===== src/rtl/alu_pkg.sv =====
// rtl/alu_pkg.sv - shared ALU op codes, datapath defaults and forward-select encoding
package alu_pkg;

    localparam int DEF_WIDTH   = 32;
    localparam int DEF_REGBITS = 5;

    localparam logic [2:0] ALU_AND = 3'b000;
    localparam logic [2:0] ALU_OR  = 3'b001;
    localparam logic [2:0] ALU_ADD = 3'b010;
    localparam logic [2:0] ALU_SUB = 3'b110;
    localparam logic [2:0] ALU_SLT = 3'b111;

    typedef enum logic [1:0] {
        FWD_RF,
        FWD_WB,
        FWD_MEM
    } fwd_sel_t;

endpackage


===== src/rtl/fwd_mux.sv =====
// rtl/fwd_mux.sv - one execute-stage operand bypass: MEM over WB over register file
module fwd_mux
    import alu_pkg::*;
#(
    parameter int WIDTH   = DEF_WIDTH,
    parameter int REGBITS = DEF_REGBITS
) (
    input  logic [REGBITS-1:0] src,
    input  logic [WIDTH-1:0]   rf_value,
    input  logic               m_regwrite,
    input  logic [REGBITS-1:0] m_writereg,
    input  logic [WIDTH-1:0]   m_aluout,
    input  logic               w_regwrite,
    input  logic [REGBITS-1:0] w_writereg,
    input  logic [WIDTH-1:0]   w_result,
    output logic [WIDTH-1:0]   value
);

    fwd_sel_t sel;

    // A nonzero writer match excludes $0, so reads of $0 always see the register file.
    always_comb begin
        sel = FWD_RF;
        if (m_regwrite && (m_writereg != '0) && (m_writereg == src)) begin
            sel = FWD_MEM;
        end else if (w_regwrite && (w_writereg != '0) && (w_writereg == src)) begin
            sel = FWD_WB;
        end
    end

    always_comb begin
        value = rf_value;
        case (sel)
            FWD_MEM: value = m_aluout;
            FWD_WB:  value = w_result;
            default: value = rf_value;
        endcase
    end

endmodule


===== src/rtl/alu_operand_stage.sv =====
// rtl/alu_operand_stage.sv - ID/EX register with bypassing and load-use detection ahead of the ALU
module alu_operand_stage
    import alu_pkg::*;
#(
    parameter int WIDTH   = DEF_WIDTH,
    parameter int REGBITS = DEF_REGBITS
) (
    input  logic               clk,
    input  logic               reset,
    input  logic               d_valid,
    input  logic [WIDTH-1:0]   d_rd1,
    input  logic [WIDTH-1:0]   d_rd2,
    input  logic [WIDTH-1:0]   d_signimm,
    input  logic [REGBITS-1:0] d_rs,
    input  logic [REGBITS-1:0] d_rt,
    input  logic [REGBITS-1:0] d_rd,
    input  logic [2:0]         d_alucontrol,
    input  logic               d_alusrc,
    input  logic               d_regdst,
    input  logic               d_regwrite,
    input  logic               d_memtoreg,
    input  logic               d_memwrite,
    input  logic               stall_in,
    input  logic               flush,
    input  logic               m_regwrite,
    input  logic [REGBITS-1:0] m_writereg,
    input  logic [WIDTH-1:0]   m_aluout,
    input  logic               w_regwrite,
    input  logic [REGBITS-1:0] w_writereg,
    input  logic [WIDTH-1:0]   w_result,
    output logic               load_use_stall,
    output logic [WIDTH-1:0]   alu_a,
    output logic [WIDTH-1:0]   alu_b,
    output logic [2:0]         alu_control,
    output logic [WIDTH-1:0]   e_writedata,
    output logic [REGBITS-1:0] e_writereg,
    output logic               e_valid,
    output logic               e_regwrite,
    output logic               e_memtoreg,
    output logic               e_memwrite
);

    logic [WIDTH-1:0]   e_rd1;
    logic [WIDTH-1:0]   e_rd2;
    logic [WIDTH-1:0]   e_signimm;
    logic [REGBITS-1:0] e_rs;
    logic [REGBITS-1:0] e_rt;
    logic [REGBITS-1:0] e_rd;
    logic [2:0]         e_alucontrol;
    logic               e_alusrc;
    logic               e_regdst;
    logic [WIDTH-1:0]   fwd_a;
    logic [WIDTH-1:0]   fwd_b;

    assign load_use_stall = e_valid && e_memtoreg && e_regwrite && (e_rt != '0) && d_valid
                            && ((d_rs == e_rt) || (d_rt == e_rt));

    // A bubble is all-zero fields: a nop that the ALU sees as AND of 0 and 0.
    always_ff @(posedge clk or posedge reset) begin
        if (reset) begin
            e_valid      <= 1'b0;
            e_rd1        <= '0;
            e_rd2        <= '0;
            e_signimm    <= '0;
            e_rs         <= '0;
            e_rt         <= '0;
            e_rd         <= '0;
            e_alucontrol <= ALU_AND;
            e_alusrc     <= 1'b0;
            e_regdst     <= 1'b0;
            e_regwrite   <= 1'b0;
            e_memtoreg   <= 1'b0;
            e_memwrite   <= 1'b0;
        end else if (flush || (!stall_in && load_use_stall)) begin
            e_valid      <= 1'b0;
            e_rd1        <= '0;
            e_rd2        <= '0;
            e_signimm    <= '0;
            e_rs         <= '0;
            e_rt         <= '0;
            e_rd         <= '0;
            e_alucontrol <= ALU_AND;
            e_alusrc     <= 1'b0;
            e_regdst     <= 1'b0;
            e_regwrite   <= 1'b0;
            e_memtoreg   <= 1'b0;
            e_memwrite   <= 1'b0;
        end else if (!stall_in) begin
            e_valid      <= d_valid;
            e_rd1        <= d_rd1;
            e_rd2        <= d_rd2;
            e_signimm    <= d_signimm;
            e_rs         <= d_rs;
            e_rt         <= d_rt;
            e_rd         <= d_rd;
            e_alucontrol <= d_alucontrol;
            e_alusrc     <= d_alusrc;
            e_regdst     <= d_regdst;
            e_regwrite   <= d_regwrite && d_valid;
            e_memtoreg   <= d_memtoreg;
            e_memwrite   <= d_memwrite && d_valid;
        end
    end

    fwd_mux #(.WIDTH(WIDTH), .REGBITS(REGBITS)) u_fwd_a (
        .src        (e_rs),
        .rf_value   (e_rd1),
        .m_regwrite (m_regwrite),
        .m_writereg (m_writereg),
        .m_aluout   (m_aluout),
        .w_regwrite (w_regwrite),
        .w_writereg (w_writereg),
        .w_result   (w_result),
        .value      (fwd_a)
    );

    fwd_mux #(.WIDTH(WIDTH), .REGBITS(REGBITS)) u_fwd_b (
        .src        (e_rt),
        .rf_value   (e_rd2),
        .m_regwrite (m_regwrite),
        .m_writereg (m_writereg),
        .m_aluout   (m_aluout),
        .w_regwrite (w_regwrite),
        .w_writereg (w_writereg),
        .w_result   (w_result),
        .value      (fwd_b)
    );

    assign alu_a       = fwd_a;
    assign alu_b       = e_alusrc ? e_signimm : fwd_b;
    assign e_writedata = fwd_b;
    assign alu_control = e_alucontrol;
    assign e_writereg  = e_regdst ? e_rd : e_rt;

endmodule

===== config.mk =====
export PLATFORM = sky130hd
export DESIGN_NAME = alu_operand_stage
export DESIGN_NICKNAME = d
export VERILOG_FILES = /design/src/rtl/alu_pkg.sv /design/src/rtl/fwd_mux.sv /design/src/rtl/alu_operand_stage.sv
export SDC_FILE = /design/constraint.sdc
export NUM_CORES = 1
export LEC_CHECK = 0
export ABC_AREA = 1
export BUFFER_PORTS_ARGS = -buffer_cell sky130_fd_sc_hd__buf_2
export CORE_AREA = 2 2 119 167
export CTS_CLUSTER_DIAMETER = 40
export DETAILED_ROUTE_END_ITERATION = 8
export DIE_AREA = 0 0 121 169
export PLACE_DENSITY = 0.67
export SYNTH_ARGS = -nofsm -noshare
export SYNTH_HDL_FRONTEND = slang
export SYNTH_SLANG_ARGS = --single-unit

===== constraint.sdc =====
create_clock -name clk -period 5.9 [get_ports clk]
set_input_delay 0.59 -clock clk [delete_from_list [all_inputs] [get_ports clk]]
set_output_delay 0.59 -clock clk [all_outputs]
set_load 0.05 [all_outputs]

==> qor.csv, run 1 <==
stage,metric,value,unit
global_routing,grt_overflow,0,
critical_path,crit_arrival,3.63,ns
global_routing,grt_pass1_vias,8445,
critical_path,crit_type,flop to output pin,
floorplanning,start_util,39.2,%
outcome,status,"finished, final reports clean",
floorplanning,ios,309,
yosys,ys_seq_area_share,40.4,%
routing,drt_first_iter_violations,671,
routing,wl_per_cell,21.4,µm
yosys,synth_xor_area_share,2.71,%
layout,area_growth,27.9,%
critical_path,crit_path_top_delay_cell,nor2_4,
placed_design,port_buffers,308,
timing,fmax,237,MHz
timing,clock_skew,0.0128,ns
timing,tns,0,ns
placed_design,dp_hpwl,23300,µm
yosys,ys_top_cells_by_area,"dfrtp_1, nand2_1, nand4_1",
clock_tree,clk_pin_slew_worst_paths,0.07,ns
layout,n_fill_cell,1993,
yosys,postSynthAreaPerCell,7.18,µm²
clock_tree,cts_buffers,17,
yosys,ys_top_cells_by_count,"nand2_1, nand3_1, dfrtp_1",
global_routing,grtUsageTotal,32.2,%
critical_path,critPathLaunchType,flop,
yosys,synth_warnings,0,
critical_path,worstPathMaxFanout,64,
routing,drt-total-wl,33100,µm
critical_path,end_kind,output pin,
routing,viasPerCell,5.54,
power,leakage,5.33,nW
critical_path,cp-startpoint,e_rt[4],
critical_path,path_cells,xor2_1 > nor2_4 > nand3_4 > nand3_1 > nand3_2 > nand2_1 > nand2_1 > buf_2,
timing,hold_viol,0,
yosys,synth.most_common_cell,nand2_1,
layout,finish.instance_area,0.00952,mm²
routing,vias,8588,
global_routing,grt_pass1_wl,49100,µm
clock_tree,clock_latency,0.43,ns
yosys,netlist_instances,1036,
timing,maxSlewViolCount,0,
yosys,synth.area.mux_share,0,%
power,powerDensity,276,mW/mm²
clock_tree,cts_sinks,120,
timing,holdWs,0.271,ns
timing,period_minus_slack,4.22,ns
placed_design,place_area,0.00895,mm²
yosys,synth_top_area_share,40.4,%
yosys,synthAdderAreaFrac,0,%
yosys,synthSimpleGateAreaFrac,45.9,%
critical_path,path_buf_inv,1,
timing,finalCritPeriodShare,71.5,%
clock_tree,cts_root_buf,clkbuf_16,
timing,tightestPinTransition,1.31,ns
yosys,syn-cell-area,0.00744,mm²
floorplanning,dieArea,0.0204,mm²
layout,finalNetCount,1486,
clock_tree,cts_resized,0,
yosys,synth_top_family_by_area,simple AND/OR/NAND/NOR gates,
job,maxCapViolations,0,
yosys,synth_cell_type_count,26,
critical_path,worstPathRequired,5.31,ns
yosys,yosys_register_bits,120,
floorplanning,core_area,0.0190,mm²
timing,maxSlewHeadroom,12.8,%
clock_tree,postCtsHoldBufs,0,
placed_design,gp_congestion,0.894,
min_path,hold_path.class,input port to asynchronous set/reset pin,
yosys,synth_compound_area_share,3.78,%
layout,seqCellArea,0.00300,mm²
critical_path,cpPeakStageDelay,0.81,ns
floorplanning,die_w,121,µm
yosys,syn_nets,1236,
clock_tree,htree_num_levels,4,
yosys,yosys.area.top_type,dfrtp_1,
routing,drc_errors,0,
yosys,synth-edff-count,0,
clock_tree,cts_tree,done,
critical_path,crit_top_cell,nand2_1,
timing,setup_viol_count_final,0,
power,peakVddDrop,0.136,mV
layout,drive_gt1_share,30.6,%
global_routing,grt_start_max_net_pins,89,
critical_path,r2r-start,e_rt[0],
routing,dr.pass1.iters,5,
layout,multiInputGateArea,0.00392,mm²
routing,drtAntennaViolNets,0,
yosys,async_flop_share,100,%
timing,rsz0062_at_grt,no,
critical_path,cp_top_family,simple AND/OR/NAND/NOR gates,
yosys,ys.flop_type,dfrtp_1,
floorplanning,num_rows,60,
clock_tree,post_cts_buffers,0,
clock_tree,cts_buffer_depth,2,
floorplanning,die_h,169,µm
global_routing,antenna_found_initial,3,
routing by layer:
metal,wire length (µm),vias to the layer above,global-route usage (%),share of wire [%]
met3,2460,79,6.44,7.4
met4,1640,0,16.0,4.9
met5,0,-,0,0
li1,-,3985,-,-
met2,16600,454,55.9,50
met1,12500,4070,37.4,38
power by group:
part | switching (mW) | leakage [nW] | total [mW] | internal, mW
clock | 0.451 | 0.273 | 1.01 | 0.555
combinational | 0.528 | 3.48 | 0.703 | 0.175
sequential | 0.0449 | 1.57 | 0.922 | 0.877
cell usage in the layout (no fill, tap or decap), types with 2 or more instances in the layout:
cell,instances
inv_6,6
dfrtp_1,120
clkinv_4,3
nor2_4,4
nand4_1,111
nand2_1,423
nand3_1,135
nor2_1,14
xnor2_1,10
xor2_1,13
buf_4,11
buf_2,308
nand3b_1,2
o22ai_1,2
nor3_1,2
clkinvlp_4,2
o21ai_1,4
o21ai_0,48
inv_2,6
nand3_2,32
inv_1,16
inv_8,4
diode_2,3
clkbuf_16,17
flip-flops by register name, indices dropped and copies added, names as in the netlist:
name,cells
e_regwrite,1
e_signimm,32
e_regdst,1
e_memwrite,1
e_rt,5
e_memtoreg,1
e_alusrc,1
e_rs,5
e_valid,1
alu_control,3
e_rd,5
e_rd1,32
e_rd2,32
final cells by class:
cell class | count | share of cell area, %
Clock buffer | 17 | 4.47
Timing Repair Buffer | 319 | 17.1
Tap cell | 248 | 3.26
Sequential cell | 120 | 31.5
Antenna cell | 3 | 0.0789
Inverter | 24 | 0.999
Multi-Input combinational cell | 804 | 41.2
Clock inverter | 15 | 1.42
logic make-up after synthesis:
| family | Yosys count |
|---|---|
| compound gates | 55 |
| xor+xnor | 23 |
| flops | 120 |
| buf+inv | 112 |
| simple gates | 726 |
through the flow:
stage	total power [mW]	util, %	cells	setup WS, ns
after CTS	2.64	50.1	1547	1.75
final	2.63	50.1	1550	1.68
after global routing	2.73	50.1	1549	1.53
after detailed placement	1.64	47.1	1515	2.04
after floorplan	1.39	-	1036	2.12
after global placement	1.64	47.1	1515	2.03
worst register-to-register path, stage by stage (launching register included):
cell and delay [ns]:
dfrtp_1 0.55, inv_1 0.20, nand2_1 0.09, o21ai_0 0.07
nor2_1 0.12, nand3_1 0.07, nand2_1 0.11, nand2_4 0.47
nand2_1 0.55, buf_4 0.39, o22ai_1 0.14
path summary, 6_finish.rpt:
path / to / slack, ns / depth (start not counted)
min in group clk: e_rd[2] / 0.41 / 3
min: e_memwrite / 0.27 / 2
max reg2reg: e_alusrc / 2.95 / 10
min reg2reg: e_signimm[3] / 0.48 / 2
max: alu_b[18] / 1.68 / 8
max in group asynchronous: e_rd1[31] / 4.43 / 3
No activity file was read; power rests on OpenSTA's default activity.
==> run 2: changes to the inputs <==
- ABC_AREA: 1 -> 0
- CORE_AREA: 2 2 119 167 -> 2 2 119 168
- DIE_AREA: 0 0 121 169 -> 0 0 121 170
- PLACE_DENSITY: 0.67 -> 0.7
- clock period: 5.9 -> 3.65 ns (I/O delays scaled with it)
==> run 2 against run 1 <==
Net effect:
- final cell count decreased by 7.5%
- clock skew decreased by 0.0038 ns
- synthesized cell count decreased by 11%
- power increased by 61%
- worst hold slack got worse by 0.21 ns
- combinational power increased by 48%
- first-iteration DRC count decreased by 12%
- register-to-register slack got worse by 1.9 ns
- sequential share of layout area decreased by 0.59 points
- critical path depth decreased by 2
- largest cell class unchanged
==> qor.csv, run 2 <==
stage,metric,value,unit
routing,wl_per_cell,18.3,µm
critical_path,crit_type,flop to output pin,
floorplanning,core_area,0.0190,mm²
routing,vias,7771,
timing,tns,0,ns
floorplanning,die_h,170,µm
layout,drive_gt1_share,32.5,%
timing,hold_viol,0,
routing,drt_first_iter_violations,589,
routing,viasPerCell,5.42,
layout,finish.instance_area,0.00970,mm²
yosys,ys_seq_area_share,39.9,%
yosys,synthAdderAreaFrac,0,%
critical_path,worstPathRequired,3.28,ns
global_routing,grtUsageTotal,25.2,%
min_path,hold_path.class,input port to asynchronous set/reset pin,
yosys,synth_warnings,0,
job,maxCapViolations,0,
outcome,status,"finished, final reports clean",
critical_path,cpPeakStageDelay,0.56,ns
clock_tree,cts_root_buf,clkbuf_16,
timing,maxSlewHeadroom,19.5,%
yosys,synth_top_area_share,39.9,%
placed_design,place_area,0.00908,mm²
yosys,synth.area.mux_share,9.26,%
global_routing,grt_pass1_wl,40500,µm
global_routing,grt_pass1_vias,7654,
power,leakage,4.66,nW
clock_tree,cts_resized,0,
yosys,synth_top_family_by_area,simple AND/OR/NAND/NOR gates,
clock_tree,clock_latency,0.41,ns
timing,tightestPinTransition,1.21,ns
floorplanning,ios,309,
floorplanning,start_util,39.6,%
critical_path,crit_path_top_delay_cell,nor3_1,
layout,finalNetCount,1369,
yosys,synth.most_common_cell,nand2_1,
placed_design,port_buffers,308,
floorplanning,die_w,121,µm
yosys,synth_compound_area_share,19.0,%
clock_tree,htree_num_levels,4,
timing,fmax,296,MHz
clock_tree,clk_pin_slew_worst_paths,0.06,ns
routing,drt-total-wl,26300,µm
layout,finalNonFillerCells,1434,
yosys,async_flop_share,100,%
timing,setup_viol_count_final,0,
yosys,syn_nets,1123,
power,peakVddDrop,0.248,mV
routing,drc_errors,0,
yosys,netlist_instances,923,
yosys,ys.flop_type,dfrtp_1,
floorplanning,num_rows,60,
critical_path,worstPathMaxFanout,18,
yosys,synth_cell_type_count,35,
placed_design,gp_congestion,0.879,
layout,final_cell_mix,"buf_2, nand2_1, dfrtp_1, o22ai_1, mux2i_1",
yosys,yosys.area.top_type,dfrtp_1,
global_routing,grt_overflow,0,
layout,reg_top3,"e_rd1 (32), e_rd2 (32), e_signimm (32)",
layout,n_fill_cell,1854,
yosys,postSynthAreaPerCell,8.16,µm²
placed_design,place_inst,1398,
yosys,yosys_register_bits,120,
critical_path,path_buf_inv,2,
timing,clock_skew,0.00899,ns
placed_design,dp_hpwl,18400,µm
layout,area_growth,28.9,%
power,powerDensity,437,mW/mm²
timing,period_minus_slack,3.38,ns
timing,finalCritPeriodShare,92.6,%
yosys,synth-edff-count,0,
clock_tree,cts_buffer_depth,2,
clock_tree,cts_sinks,120,
routing,dr.pass1.iters,5,
clock_tree,cts_buffers,17,
routing,drtAntennaViolNets,0,
critical_path,critPathLaunchType,flop,
yosys,ys_top_cells_by_count,"nand2_1, dfrtp_1, o22ai_1",
yosys,syn-cell-area,0.00753,mm²
timing,maxSlewViolCount,0,
floorplanning,dieArea,0.0206,mm²
clock_tree,cts_tree,done,
clock_tree,post_cts_buffers,0,
critical_path,cp_top_family,compound AO/OA/AOI/OAI gates,
timing,rsz0062_at_grt,no,
timing,holdWs,0.0573,ns
yosys,synthSimpleGateAreaFrac,20.1,%
layout,final_common_cell,buf_2,
yosys,synth_xor_area_share,3.49,%
clock_tree,postCtsHoldBufs,0,
yosys,ys_top_cells_by_area,"dfrtp_1, nand2_1, o22ai_1",
global_routing,grt_start_max_net_pins,78,
critical_path,crit_arrival,3.02,ns
critical_path,end_kind,output pin,
critical_path,path_cells,xor2_1 > nor3_1 > a31oi_4 > buf_4 > a221oi_1 > buf_2,
global_routing,antenna_found_initial,5,
==> run 2: cell families (layout without fill, tap and decap cells) <==
family / count (synthesis) / count (layout)
AND/OR/NAND/NOR: 358 / 358
flip-flops: 120 / 120
AO/OA/AOI/OAI: 220 / 220
multiplexers: 69 / 69
buffers and inverters: 126 / 385
other: 0 / 4
XOR/XNOR: 30 / 30
==> run 2: layer usage <==
layer,global-route usage [%],part of all wire [%],vias up
met3,4.73,5.6,58
met2,43.6,52,318
met4,11.4,3.3,2
li1,-,-,3720
met1,30.2,39,3673
met5,0,0.038,-
==> run 2: layout make-up <==
type / instances / area, µm² / share of cell area, %
antenna: 4 / 10.0 / 0.103
clock buffer: 24 / 492 / 5.07
clock inverter: 8 / 118 / 1.21
inverter: 33 / 126 / 1.30
multi-input combinational: 677 / 3950 / 40.7
sequential: 120 / 3000 / 31.0
tap: 248 / 310 / 3.20
timing repair buffer: 320 / 1700 / 17.5
==> run 2: final timing paths <==
check	start	end	slack (ns)	depth (start not counted)
worst max-delay path	e_rt[4]	alu_b[9]	0.27	6
worst min register to register	e_rd[4]	e_rd[4]	0.48	2
worst max register to register	e_rt[1]	e_rd2[28]	1.09	6
max in group asynchronous	reset	e_signimm[7]	2.74	3
min in group clk	d_rd2[27]	e_rd2[27]	0.18	3
worst min-delay path	reset	e_rd1[25]	0.06	2
==> run 2: power breakdown <==
part | total (mW) | internal (mW) | switching [mW] | leakage, nW
combinational | 1.04 | 0.302 | 0.740 | 2.76
sequential | 1.46 | 1.41 | 0.0542 | 1.60
clock | 1.74 | 1.14 | 0.598 | 0.300
total | 4.24 | 2.85 | 1.39 | 4.66
==> run 2: per-stage QoR <==
stage	power, mW	setup WS [ns]	utilization (%)
3_5_place_dp	2.52	0.679	47.8
4_1_cts	4.28	0.264	51.0
2_1_floorplan	2.19	0.0992	-
6_report	4.24	0.269	51.1
3_3_place_gp	2.51	0.713	47.8
5_1_grt	4.41	0.128	51.1
